<file path="src/rtl/program_loader.sv">
// program_loader: writes a length-prefixed little-endian byte image into program memory,
// holding the core in reset until the whole image has been written.
`ifndef ADDRESS_SIZE
`define ADDRESS_SIZE 8
`endif
`ifndef INSTRUCTION_SIZE
`define INSTRUCTION_SIZE 32
`endif
module program_loader #(
    parameter int ADDRESS_WIDTH     = `ADDRESS_SIZE,
    parameter int INSTRUCTION_WIDTH = `INSTRUCTION_SIZE
) (
    input  logic                         clock_i,
    input  logic                         reset_i,
    input  logic                         start_i,
    input  logic                         byte_valid_i,
    input  logic [7:0]                   byte_data_i,
    output logic                         byte_ready_o,
    output logic                         pm_write_enable_o,
    output logic [ADDRESS_WIDTH-1:0]     pm_address_o,
    output logic [INSTRUCTION_WIDTH-1:0] pm_data_in_o,
    output logic                         core_reset_o,
    output logic                         busy_o,
    output logic                         done_o,
    output logic                         error_o
);
    localparam int B  = INSTRUCTION_WIDTH / 8;
    localparam int IW = B > 1 ? $clog2(B) : 1;
    // Largest legal word count; wide address spaces never reject a 16-bit count.
    localparam logic [16:0] MAX_N = ADDRESS_WIDTH < 16 ? 17'd1 << ADDRESS_WIDTH : 17'h1ffff;

    typedef enum logic [2:0] {IDLE, COUNT_LO, COUNT_HI, ASSEMBLE, WRITE, DONE, ERROR} state_t;

    state_t                         state_q, state_d;
    logic [15:0]                    count_q, count_d;
    logic [15:0]                    word_q, word_d;
    logic [IW-1:0]                  idx_q, idx_d;
    logic [ADDRESS_WIDTH-1:0]       addr_q, addr_d;
    logic [INSTRUCTION_WIDTH-1:0]   data_q, data_d;
    logic [15:0]                    n;

    always_ff @(posedge clock_i or posedge reset_i) begin
        if (reset_i) begin
            state_q <= IDLE;
            count_q <= '0;
            word_q  <= '0;
            idx_q   <= '0;
            addr_q  <= '0;
            data_q  <= '0;
        end else begin
            state_q <= state_d;
            count_q <= count_d;
            word_q  <= word_d;
            idx_q   <= idx_d;
            addr_q  <= addr_d;
            data_q  <= data_d;
        end
    end

    // byte_ready is high in every byte-consuming state, so byte_valid alone marks a transfer there.
    always_comb begin
        state_d = state_q;
        count_d = count_q;
        word_d  = word_q;
        idx_d   = idx_q;
        addr_d  = addr_q;
        data_d  = data_q;
        n       = {byte_data_i, count_q[7:0]};
        case (state_q)
            IDLE, DONE, ERROR: if (start_i) begin
                state_d = COUNT_LO;
                word_d  = '0;
                idx_d   = '0;
                addr_d  = '0;
            end
            COUNT_LO: if (byte_valid_i) begin
                count_d[7:0] = byte_data_i;
                state_d      = COUNT_HI;
            end
            COUNT_HI: if (byte_valid_i) begin
                count_d = n;
                state_d = (n == '0 || {1'b0, n} > MAX_N) ? ERROR : ASSEMBLE;
            end
            ASSEMBLE: if (byte_valid_i) begin
                data_d[{idx_q, 3'b000} +: 8] = byte_data_i;
                idx_d   = idx_q + IW'(1);
                state_d = idx_q == IW'(B - 1) ? WRITE : ASSEMBLE;
            end
            WRITE: begin
                word_d  = word_q + 16'd1;
                addr_d  = addr_q + ADDRESS_WIDTH'(1);
                idx_d   = '0;
                state_d = word_q == count_q - 16'd1 ? DONE : ASSEMBLE;
            end
            default: state_d = IDLE;
        endcase
    end

    assign byte_ready_o      = state_q inside {COUNT_LO, COUNT_HI, ASSEMBLE};
    assign pm_write_enable_o = state_q == WRITE;
    assign pm_address_o      = addr_q;
    assign pm_data_in_o      = data_q;
    assign core_reset_o      = state_q != DONE;
    assign busy_o            = state_q inside {COUNT_LO, COUNT_HI, ASSEMBLE, WRITE};
    assign done_o            = state_q == DONE;
    assign error_o           = state_q == ERROR;
endmodule
</file>
<file path="config.mk">
export PLATFORM = sky130hd
export DESIGN_NAME = program_loader
export DESIGN_NICKNAME = d
export VERILOG_FILES = /design/src/rtl/program_loader.sv
export SDC_FILE = /design/constraint.sdc
export NUM_CORES = 1
export LEC_CHECK = 0
export ABC_AREA = 1
export ABC_CLOCK_PERIOD_IN_PS = 5280
export CORE_MARGIN = 2
export CORE_UTILIZATION = 35
export CTS_BUF_LIST = sky130_fd_sc_hd__clkbuf_4 sky130_fd_sc_hd__clkbuf_8
export DETAILED_ROUTE_END_ITERATION = 8
export PLACE_DENSITY_LB_ADDON = 0.12
export SLEW_MARGIN = 5
export SYNTH_ARGS = -nofsm -noshare
export SYNTH_HDL_FRONTEND = slang
export SYNTH_SLANG_ARGS = --single-unit
</file>
<file path="constraint.sdc">
create_clock -name clock_i -period 5.28 [get_ports clock_i]
set_clock_uncertainty 0.05 [all_clocks]
set_input_delay 0.528 -clock clock_i [delete_from_list [all_inputs] [get_ports clock_i]]
set_output_delay 0.528 -clock clock_i [all_outputs]
set_load 0.01 [all_outputs]
</file>
# Word-level counts from Yosys, hierarchy flattened
# Cells that the tools add are included.
[totals] reg_bits=77 inputBits=12 elab_cells=61
[classes] n_addsub=5 magnitude_cmp=1 eq_ne=13 shifts=2 mux=18 n_bitwise=1 reduce_logical=14
[op_table] cell="$bwmux W32" n=1
[op_table] cell="$pmux W16 S2" n=1
[op_table] cell="$pmux W8 S2" n=2
[op_table] cell="$shift A8 B7 Y32 const A" n=1
[op_table] cell="$shiftx A8 B7 Y32" n=1
[op_table] cell="$mux W3" n=7
[op_table] cell="$add A16 B1 Y16 const B" n=1
[op_table] cell="$eq A16 B16 Y1" n=1
[op_table] cell="$gt A16 B9 Y1 const B" n=1
[op_table] cell="$logic_not A16 Y1" n=1
[op_table] cell="$mux W16" n=1
[op_table] cell="$mux W8" n=2
[op_table] cell="$sub A16 B1 Y16 const B" n=1
[op_table] cell="$pmux W3 S5" n=1
[op_table] cell="$eq A3 B3 Y1 const B" n=3
[op_table] cell="$add A8 B1 Y8 const B" n=1
[op_table] cell="$ne A2 B2 Y1 const B" n=4
[op_table] cell="$neg A5 Y7" n=1
[op_table] cell="$eq A3 B2 Y1 const B" n=2
[op_table] cell="$pmux W2 S3" n=1
[op_table] cell="$reduce_and A2 Y1" n=3
[op_table] cell="$reduce_and A3 Y1" n=2
[op_table] cell="$reduce_bool A3 Y1" n=2
[op_table] cell="$mux W2" n=2
[op_table] cell="other kinds (11)" n=11

# Logic depth before layout (Yosys ltp)
# Gate-level depths: netlist of run 1.
[depth] word_depth=5 depth_mapped=16 ltp_nobuf=16

# Worst setup path after synthesis of run 1
# No wires, ideal clock.
[synth_path] path_type="register -> register" start="register idx_q[0]" end="register data_q[16], in the netlist pm_data_in_o[16]" setup_ns=0.077 arrival_time_ns=1.872 setup_slack_ns=3.281 stages_incl_launch_ff=8 n_path_buf=1 path_cell_list="dfrtp_1 > clkbuf_1 > inv_1 > ha_1 > inv_1 > nor3_1 > nand2_1 > a21oi_1"
[synth_via] elab_chain_len=3
[synth_rtl] element="from (decl)" line_no="37" text="logic [IW-1:0] idx_q, idx_d;"
[synth_rtl] element="from (signal assigned)" line_no="54" text="idx_q <= idx_d;"
[synth_rtl] element="$neg A5 Y7 (*)" line_no="85" text="data_d[{idx_q, 3'b000} +: 8] = byte_data_i;"
[synth_rtl] element="$shiftx A8 B7 Y32 / $shift A8 B7 Y32 (equally long branches)" line_no="85"
[synth_rtl] element="$bwmux W32 (*)" line_no="85"
[synth_rtl] element="to (signal assigned)" line_no="56" text="data_q <= data_d;"
[synth_rtl] element="to (decl)" line_no="39" text="logic [INSTRUCTION_WIDTH-1:0] data_q, data_d;"
# Mark *: on every way between the ends. The rest lies on a longest branch, timed or not.
# A chain may end at the register's enable or synchronous reset.

# Worst setup path after layout of run 1
[layout_path] start="register state_q[1]" end="output port busy_o"
[layout_via] elab_chain_len=2
[layout_rtl] element="from (decl)" line_no="34" text="state_t state_q, state_d;"
[layout_rtl] element="from (signal assigned)" line_no="51" text="state_q <= state_d;"
[layout_rtl] element="$eq A3 B1 Y1 (tied with other cells)" line_no="104" text="assign busy_o = state_q inside {COUNT_LO, COUNT_HI, ASSEMBLE, WRITE};"
[layout_rtl] element="$reduce_bool A4 Y1 (*)" line_no="104"
[layout_rtl] element="to (decl)" line_no="23" text="output logic busy_o,"
# Marked as above.

==> impl_metrics.env, run 1 <==
export IMPL_run_status="completed"
export IMPL_cts_htree_levels=3
export IMPL_finalNonFillerCells=829
export IMPL_post_cts_setup_buffers=0
export IMPL_synth_area_leaders="dfrtp_1 (43%), nand2_1 (13%), o21ai_0 (6.2%)"
export IMPL_ctsRootBufferMaster="clkbuf_8"
export IMPL_synthArstFlopShare_pct=100
export IMPL_port_buffer_count=57
export IMPL_worstSetupPathType="flip-flop to output pin"
export IMPL_antenna_cells=0
export IMPL_area_growth_pct=19.9
export IMPL_via_per_inst=4.83
export IMPL_grt_max_degree=41
export IMPL_dr_first_iter_drc_count=266
export IMPL_grt_usage_pct=17.5
export IMPL_ant_nets=0
export IMPL_fill_cells=1273
export IMPL_fmax_ghz=0.348
export IMPL_crit_fanout=25
export IMPL_fin_area_um2=5390
export IMPL_clk_pin_slew_ns=0.08
export IMPL_core_rowCount=41
export IMPL_synthesis_nets=617
export IMPL_hold_violations=0
export IMPL_fin_setup_tns_ns=0
export IMPL_period_share_pct=54.4
export IMPL_critPathRequiredTime_ns=4.70
export IMPL_end_kind="output pin"
export IMPL_dieHeight_um=117
export IMPL_start_util_pct=35.8
export IMPL_min_path_type="flip-flop to flip-flop"
export IMPL_drv_slew=0
export IMPL_cts_buffers_inserted=9
export IMPL_grt_first_pass_wirelength_um=19700
export IMPL_p_per_area_nw_per_um2=462
export IMPL_ios=58
export IMPL_min_period_ns=2.87
export IMPL_yosysWarnings=0
export IMPL_synthCells=595
export IMPL_start_kind="flip-flop"
export IMPL_dr_pass1_iters=4
export IMPL_cts_max_path_buffers=2
export IMPL_dieArea_um2=13800
export IMPL_drt_wl_total_um=11300
export IMPL_drc=0
export IMPL_multi_input_area_um2=2200
export IMPL_die_w_um=117
export IMPL_hold_buffers=0
export IMPL_tightest_slew_ns=0.868
export IMPL_antenna_found_initial=0
export IMPL_layout_drive_gt1_share_pct=7.76
export IMPL_yosysSeqAreaShare_pct=42.8
export IMPL_dp_hpwl_um=8330
export IMPL_cp_data_arrival_time_ns=2.29
export IMPL_setup_viol=0
export IMPL_dp_cells=813
export IMPL_post_dp_cell_area_um2=5210
export IMPL_yosysTopAreaCell="dfrtp_1"
export IMPL_synth_common_cells="nand2_1 (158), dfrtp_1 (77), inv_1 (73)"
export IMPL_avgSynthCellArea_um2=7.56
export IMPL_overflow=0
export IMPL_nNetsFinal=674
export IMPL_seq_area_um2=1930
export IMPL_ir_drop_v=0.000213
export IMPL_avgRoutedWirePerCell_um=13.6
export IMPL_drv_cap=0
export IMPL_core_um2=12600
export IMPL_netlist_area_um2=4500
export IMPL_cts_resized=0
export IMPL_synth_top_area_share_pct=42.8
export IMPL_ys_flop_type="dfrtp_1"
export IMPL_cts_tree="built"
export IMPL_holdWs_ns=0.457
export IMPL_synth_seq_cells=77
export IMPL_yosysMostFrequentCell="nand2_1"
export IMPL_vias=4005
export IMPL_relSlewSlack_pct=42.1
export IMPL_gp_congestion=0.814
export IMPL_grt_pass1_vias=3994
export IMPL_rsz0062_at_grt="false"
export IMPL_cts_sinks=77
export IMPL_synth_edf_count=0
export IMPL_insertion_delay_ns=0.36
export IMPL_leakagePower_nw=2.65
export IMPL_yosysUniqueCellTypes=36
==> sequential cells by signal, indices dropped and copies added (netlist names) <==
name,cells
word_q,16
idx_q,2
pm_address_o,8
count_q,16
state_q,3
pm_data_in_o,32
==> critical path, stage by stage (launching register included) <==
cell and delay (ns):
dfrtp_1 0.41, nor2_1 0.16, inv_1 0.10, nor2_4 0.45, inv_2 0.17, nand2_1 0.11, clkdlybuf4s50_1 0.53
==> final cells by class <==
class / instances / share of cell area, %
Clock buffer: 10 / 2.44
Clock inverter: 6 / 0.859
Inverter: 78 / 5.43
Multi-Input combinational cell: 428 / 40.8
Sequential cell: 77 / 35.7
Tap cell: 172 / 3.99
Timing Repair Buffer: 58 / 10.7
==> logic make-up (layout without fill, tap and decap cells) <==
| group | count (synthesis) | after routing | synth area share (%) |
|---|---|---|---|
| compound gates | 92 | 92 | 10.9 |
| xor+xnor | 15 | 15 | 2.92 |
| fa+ha+maj | 10 | 10 | 2.78 |
| buf+inv | 90 | 152 | 8.21 |
| flops | 77 | 77 | 42.8 |
| mux | 3 | 3 | 0.668 |
| simple gates | 308 | 308 | 31.7 |
==> worst paths after layout <==
check	startpoint	end	slack [ns]	depth (start not counted)
max	state_q[1]$_DFFE_PP0P_	busy_o	2.41	6
min	pm_address_o[7]$_DFFE_PP0P_	pm_address_o[7]$_DFFE_PP0P_	0.46	1
max reg2reg	idx_q[0]$_DFFE_PP0P_	pm_data_in_o[16]$_DFFE_PP0P_	3.06	6
min reg2reg	pm_address_o[7]$_DFFE_PP0P_	pm_address_o[7]$_DFFE_PP0P_	0.46	1
max in group asynchronous	reset_i	word_q[8]$_DFFE_PP0P_	3.49	3
min in group asynchronous	reset_i	pm_data_in_o[8]$_DFFE_PP0P_	0.63	2
==> report_power, final <==
group	internal (W)	switching [W]	total, W
clock network	0.000179	0.000238	0.000417
logic	0.000452	0.000744	0.00120
registers	0.000712	0.000167	0.000879
==> cell usage in the layout (no fill, tap or decap), drive strengths merged, types with 4 or more instances in the layout <==
cell             n
a21oi           20
ha              10
xor2             9
clkbuf          10
nand3b           4
a22oi            4
nand2          164
xnor2            6
o21ai           60
nor2            69
nor3             8
nand4            5
nand3           52
inv             80
clkdlybuf4s50   57
dfrtp           77
==> layer usage <==
metal,GRT usage [%],wire [um]
met1,24.5,5620
met2,27.6,5040
met3,3.55,449
met4,4.89,185
met5,0,0
==> per-stage QoR <==
step | total power [W] | utilization (%) | worst slack, ns
finish | 0.00249 | 42.9 | 2.41
CTS | 0.00253 | 42.9 | 2.38
global placement | 0.00208 | 41.5 | 2.85
detailed placement | 0.00209 | 41.5 | 2.78
floorplan | 0.00175 | - | 2.74
global route | 0.00274 | 42.9 | 2.23
(Power assumes the default switching activity.)
==> inputs of run 2 (changes only) <==
ABC_CLOCK_PERIOD_IN_PS = 2680   (was 5280)
clock period = 2.68 ns   (was 5.28 ns; I/O delays follow)
==> run 2 against run 1 <==
Cell area is 1.1% higher. Final cell count is 0.36% higher. Non-clock buffer count is 3 higher. First-iteration DRC count is 27% lower. Sequential share of layout area is 0.39 points lower. Combinational power is 98% higher. Global-route usage is 0.45 points lower. Die area stayed put. Via count is 0.70% lower. Largest cell class unchanged. Largest power group unchanged.
==> impl_metrics.env, run 2 (same netlist as run 1, synthesis figures left out) <==
export IMPL_run_status="completed"
export IMPL_ant_nets=0
export IMPL_setup_viol=0
export IMPL_tightest_slew_ns=0.592
export IMPL_layout_common_cells="nand2_1 (158), dfrtp_1 (77), inv_1 (72), clkdlybuf4s50_1 (57), o21ai_0 (56)"
export IMPL_grt_max_degree=78
export IMPL_finalNonFillerCells=832
export IMPL_grt_first_pass_wirelength_um=19000
export IMPL_gp_congestion=0.833
export IMPL_hold_buffers=0
export IMPL_avgRoutedWirePerCell_um=13.6
export IMPL_rrSetupSlack_ns=0.58
export IMPL_area_growth_pct=21.2
export IMPL_leakagePower_nw=2.69
export IMPL_grt_pass1_vias=3884
export IMPL_start_kind="flip-flop"
export IMPL_cp_data_arrival_time_ns=2.04
export IMPL_p_per_area_nw_per_um2=922
export IMPL_insertion_delay_ns=0.38
export IMPL_period_share_pct=88.0
export IMPL_core_um2=12600
export IMPL_hold_violations=0
export IMPL_dr_pass1_iters=4
export IMPL_dieHeight_um=117
export IMPL_nNetsFinal=677
export IMPL_cts_resized=0
export IMPL_layout_drive_gt1_share_pct=8.18
export IMPL_drv_cap=0
export IMPL_ios=58
export IMPL_ir_drop_v=0.000418
export IMPL_cp_buffers_inverters=3
export IMPL_largest_reg_flops=32
export IMPL_port_buffer_count=57
export IMPL_dr_first_iter_drc_count=194
export IMPL_crit_chain="nor2_1, inv_1, nor2_4, inv_2, nand2_1, clkdlybuf4s50_1"
export IMPL_fmax_ghz=0.424
export IMPL_dp_cells=816
export IMPL_via_per_inst=4.78
export IMPL_slowest_stage="clkdlybuf4s50_1"
export IMPL_worstSetupPathType="flip-flop to output pin"
export IMPL_end_kind="output pin"
export IMPL_final_common_cell="nand2_1"
export IMPL_power_total_w=0.00503
export IMPL_crit_fanout=12
export IMPL_relSlewSlack_pct=60.4
export IMPL_post_cts_setup_buffers=0
export IMPL_cts_htree_levels=3
export IMPL_min_path_type="primary input to async pin"
export IMPL_critical_path_top_delay_family="buffers and inverters"
export IMPL_start_util_pct=35.8
export IMPL_dieArea_um2=13800
export IMPL_ctsRootBufferMaster="clkbuf_8"
export IMPL_drc=0
export IMPL_drv_slew=0
export IMPL_critPathRequiredTime_ns=2.36
export IMPL_cts_sinks=77
export IMPL_core_rowCount=41
export IMPL_rsz0062_at_grt="false"
export IMPL_drt_wl_total_um=11300
export IMPL_clk_pin_slew_ns=0.08
export IMPL_cpPeakStageDelay_ns=0.53
export IMPL_die_w_um=117
export IMPL_cts_buffers_inserted=9
export IMPL_dp_hpwl_um=8420
export IMPL_min_period_ns=2.36
export IMPL_cts_tree="built"
export IMPL_cts_max_path_buffers=2
export IMPL_vias=3977
export IMPL_antenna_found_initial=0
export IMPL_fin_setup_tns_ns=0
export IMPL_overflow=0
export IMPL_grt_usage_pct=17.1
export IMPL_antenna_cells=0
-- run 2: cell types whose count changed in the layout (fill, tap and decap cells not counted), sizes merged --
cell | before | now
bufinv | 0 | 1
clkinv | 2 | 3
buf | 1 | 4
clkinvlp | 2 | 0
-- run 2: power breakdown --
group / leakage (nW) / internal [W] / switching [W]
combinational: 1.56 / 0.000900 / 0.00148
clock: 0.105 / 0.000449 / 0.000466
sequential: 1.02 / 0.00140 / 0.000331
total: 2.69 / 0.00275 / 0.00228
-- run 2: layout make-up --
type / instances / area, um2
clock inverter: 6 / 70.1
timing repair buffer: 61 / 613
tap: 172 / 215
sequential: 77 / 1930
multi-input combinational: 428 / 2200
clock buffer: 10 / 131
inverter: 78 / 293
fill: 1317 / 7120
-- run 2: path summary, 6_finish.rpt --
kind | cells past startpoint | end | startpoint
max in group asynchronous | 3 | pm_data_in_o[22]$_DFFE_PP0P_ | reset_i
hold reg to reg | 1 | pm_address_o[7]$_DFFE_PP0P_ | pm_address_o[7]$_DFFE_PP0P_
min in group clock_i | 1 | pm_address_o[7]$_DFFE_PP0P_ | pm_address_o[7]$_DFFE_PP0P_
setup / recovery | 6 | busy_o | state_q[1]$_DFFE_PP0P_
hold / removal | 3 | word_q[3]$_DFFE_PP0P_ | reset_i
setup reg to reg | 15 | state_q[1]$_DFFE_PP0P_ | count_q[0]$_DFFE_PP0P_
-- run 2: stage by stage --
step | util [%] | cell area, um2 | setup slack (ns) | hold slack, ns
final | 43.4 | 5450 | 0.322 | 0.260
after detailed placement | 41.8 | 5250 | 0.556 | 0.447
after floorplan | - | 4500 | 0.395 | 0.356
after global placement | 41.8 | 5250 | 0.589 | 0.436
after CTS | 43.4 | 5450 | 0.272 | 0.256
after global routing | 43.4 | 5450 | 0.168 | 0.304
-- run 2: per-layer routing --
metal / share of wire, % / global-route usage (%)
met1: 50 / 24.2
met2: 44 / 25.4
met3: 4.6 / 4.62
met4: 1.7 / 5.42
met5: 0 / 0
-- run 2: worst reg2reg max path: stages (launching register included) --
cell and delay, ns:
dfrtp_1 0.43, inv_1 0.17, ha_1 0.31, nand2_4 0.13, nor2_4 0.13, nand2_1 0.07
nand3_1 0.06, nand2_1 0.07, nor2_1 0.10, nand2_1 0.05, nor2_1 0.13, nand2_1 0.08
nand2_1 0.06, nand2_1 0.05, nand2_1 0.06, nand2_1 0.04
==> inputs of run 3 (changes only) <==
CELL_PAD_IN_SITES_DETAIL_PLACEMENT = 0   (was not set)
CELL_PAD_IN_SITES_GLOBAL_PLACEMENT = 1   (was not set)
==> run 3 against run 2 <==
Sequential power about the same. Register-to-register slack worse by 0.02 ns. Worst setup slack better by 0.094 ns. Cell area grew 0.48%. Die area did not move. Critical path type unchanged. Critical endpoint unchanged. Critical path depth unchanged. Via count grew 0.10%.
==> impl_metrics.env, run 3 (same netlist as run 1, synthesis figures left out) <==
export IMPL_run_status="completed"
export IMPL_dieArea_um2=13800
export IMPL_largest_reg_flops=32
export IMPL_dp_hpwl_um=8760
export IMPL_dr_first_iter_drc_count=252
export IMPL_min_period_ns=2.26
export IMPL_drc=0
export IMPL_cts_htree_levels=3
export IMPL_crit_fanout=8
export IMPL_port_buffer_count=57
export IMPL_clk_pin_slew_ns=0.09
export IMPL_layout_common_cells="nand2_1 (158), dfrtp_1 (77), inv_1 (72), clkdlybuf4s50_1 (57), o21ai_0 (56)"
export IMPL_dr_pass1_iters=4
export IMPL_cts_max_path_buffers=2
export IMPL_critPathRequiredTime_ns=2.36
export IMPL_fin_setup_tns_ns=0
export IMPL_ios=58
export IMPL_final_common_cell="nand2_1"
export IMPL_cts_sinks=77
export IMPL_fmax_ghz=0.442
export IMPL_crit_path_start="state_q[1]$_DFFE_PP0P_"
export IMPL_p_per_area_nw_per_um2=939
export IMPL_ant_nets=0
export IMPL_vias=3981
export IMPL_grt_usage_pct=17.5
export IMPL_relSlewSlack_pct=60.0
export IMPL_core_um2=12600
export IMPL_period_share_pct=84.5
export IMPL_rr_startpoint="count_q[0]$_DFFE_PP0P_"
export IMPL_grt_first_pass_wirelength_um=19400
export IMPL_post_cts_setup_buffers=0
export IMPL_overflow=0
export IMPL_power_total_w=0.00514
export IMPL_area_growth_pct=21.8
export IMPL_cts_resized=0
export IMPL_hold_violations=0
export IMPL_antenna_cells=0
export IMPL_worstSetupPathType="flip-flop to output pin"
export IMPL_setup_viol=0
export IMPL_worst_slack_ns=0.416
export IMPL_start_kind="flip-flop"
export IMPL_via_per_inst=4.79
export IMPL_insertion_delay_ns=0.35
export IMPL_cp_data_arrival_time_ns=1.95
export IMPL_switching_share_pct=43.8
export IMPL_ir_drop_v=0.000372
export IMPL_internal_power_w=0.00289
export IMPL_layout_drive_gt1_share_pct=8.04
export IMPL_ctsRootBufferMaster="clkbuf_8"
export IMPL_gp_congestion=0.898
export IMPL_drv_slew=0
export IMPL_die_w_um=117
export IMPL_p_seq_share_pct=33.8
export IMPL_avgRoutedWirePerCell_um=14.0
export IMPL_antenna_found_initial=0
export IMPL_tightest_slew_ns=0.598
export IMPL_power_share_combinational_pct=46.4
export IMPL_cts_tree="built"
export IMPL_end_kind="output pin"
export IMPL_drv_cap=0
export IMPL_nNetsFinal=677
export IMPL_power_frac_clock_pct=19.8
export IMPL_leakagePower_nw=2.70
export IMPL_post_place_ws_ns=0.528
export IMPL_grt_max_degree=78
export IMPL_drt_wl_total_um=11700
export IMPL_start_util_pct=35.8
export IMPL_rsz0062_at_grt="false"
export IMPL_cts_buffers_inserted=9
export IMPL_hold_buffers=0
export IMPL_core_rowCount=41
export IMPL_holdWs_ns=0.279
export IMPL_p_switching_w=0.00225
export IMPL_dieHeight_um=117
export IMPL_min_path_type="primary input to async pin"
export IMPL_grt_pass1_vias=3851
[run 3: changes by cell type in the layout (fill, tap and decap cells not counted), sizes merged]
cell,delta
inv,-2
bufinv,+1
clkbuf,+2
clkinv,-2
[run 3: power groups by stage]
stage	clock (W)	combinational, W	sequential, W
after global routing	0.00110	0.00273	0.00178
after CTS	0.00105	0.00242	0.00174
after global placement	0	0.00240	0.00175
final	0.00102	0.00239	0.00174
after floorplan	0	0.00179	0.00166
after detailed placement	0	0.00241	0.00175
[run 3: worst paths after layout]
kind	to	slack, ns	cells after the start
worst max-delay path	busy_o	0.42	6
worst min-delay path	pm_address_o[7]$_DFFE_PP0P_	0.28	3
worst max register to register	state_q[1]$_DFFE_PP0P_	0.56	15
worst min register to register	word_q[15]$_DFFE_PP0P_	0.45	1
max in group asynchronous	state_q[2]$_DFFE_PP0P_	1.97	3
min in group clock_i	word_q[15]$_DFFE_PP0P_	0.45	1
[run 3: area by class of cell]
cell class	instances	area, um2
clock buffers	12	159
repair buffers	61	613
clock inverters	3	68.8
fillers	1302	7090
well taps	172	215
multi-input cells	428	2200
flip-flops and latches	77	1930
inverters	78	293
[run 3: critical path, cell delays in order (launching register included)]
cell             delay, ns
dfrtp_1               0.41
nor2_1                0.15
inv_1                 0.10
nor2_4                0.18
inv_2                 0.14
nand2_1               0.08
clkdlybuf4s50_1       0.53
[run 3: metrics by stage]
step | util [%] | instances | area [um2]
6_report | 43.6 | 831 | 5480
5_1_grt | 43.6 | 831 | 5480
4_1_cts | 43.6 | 831 | 5480
3_5_place_dp | 41.8 | 816 | 5250
3_3_place_gp | 41.8 | 816 | 5250
2_1_floorplan | - | 595 | 4500
[run 3: metal layers]
layer | global-route usage, % | up-vias | share of wire (%)
met4 | 7.61 | 0 | 2.8
met3 | 2.29 | 19 | 3.3
met2 | 27.0 | 78 | 44
met1 | 24.6 | 1850 | 50
met5 | 0 | - | 0
li1 | - | 2034 | -
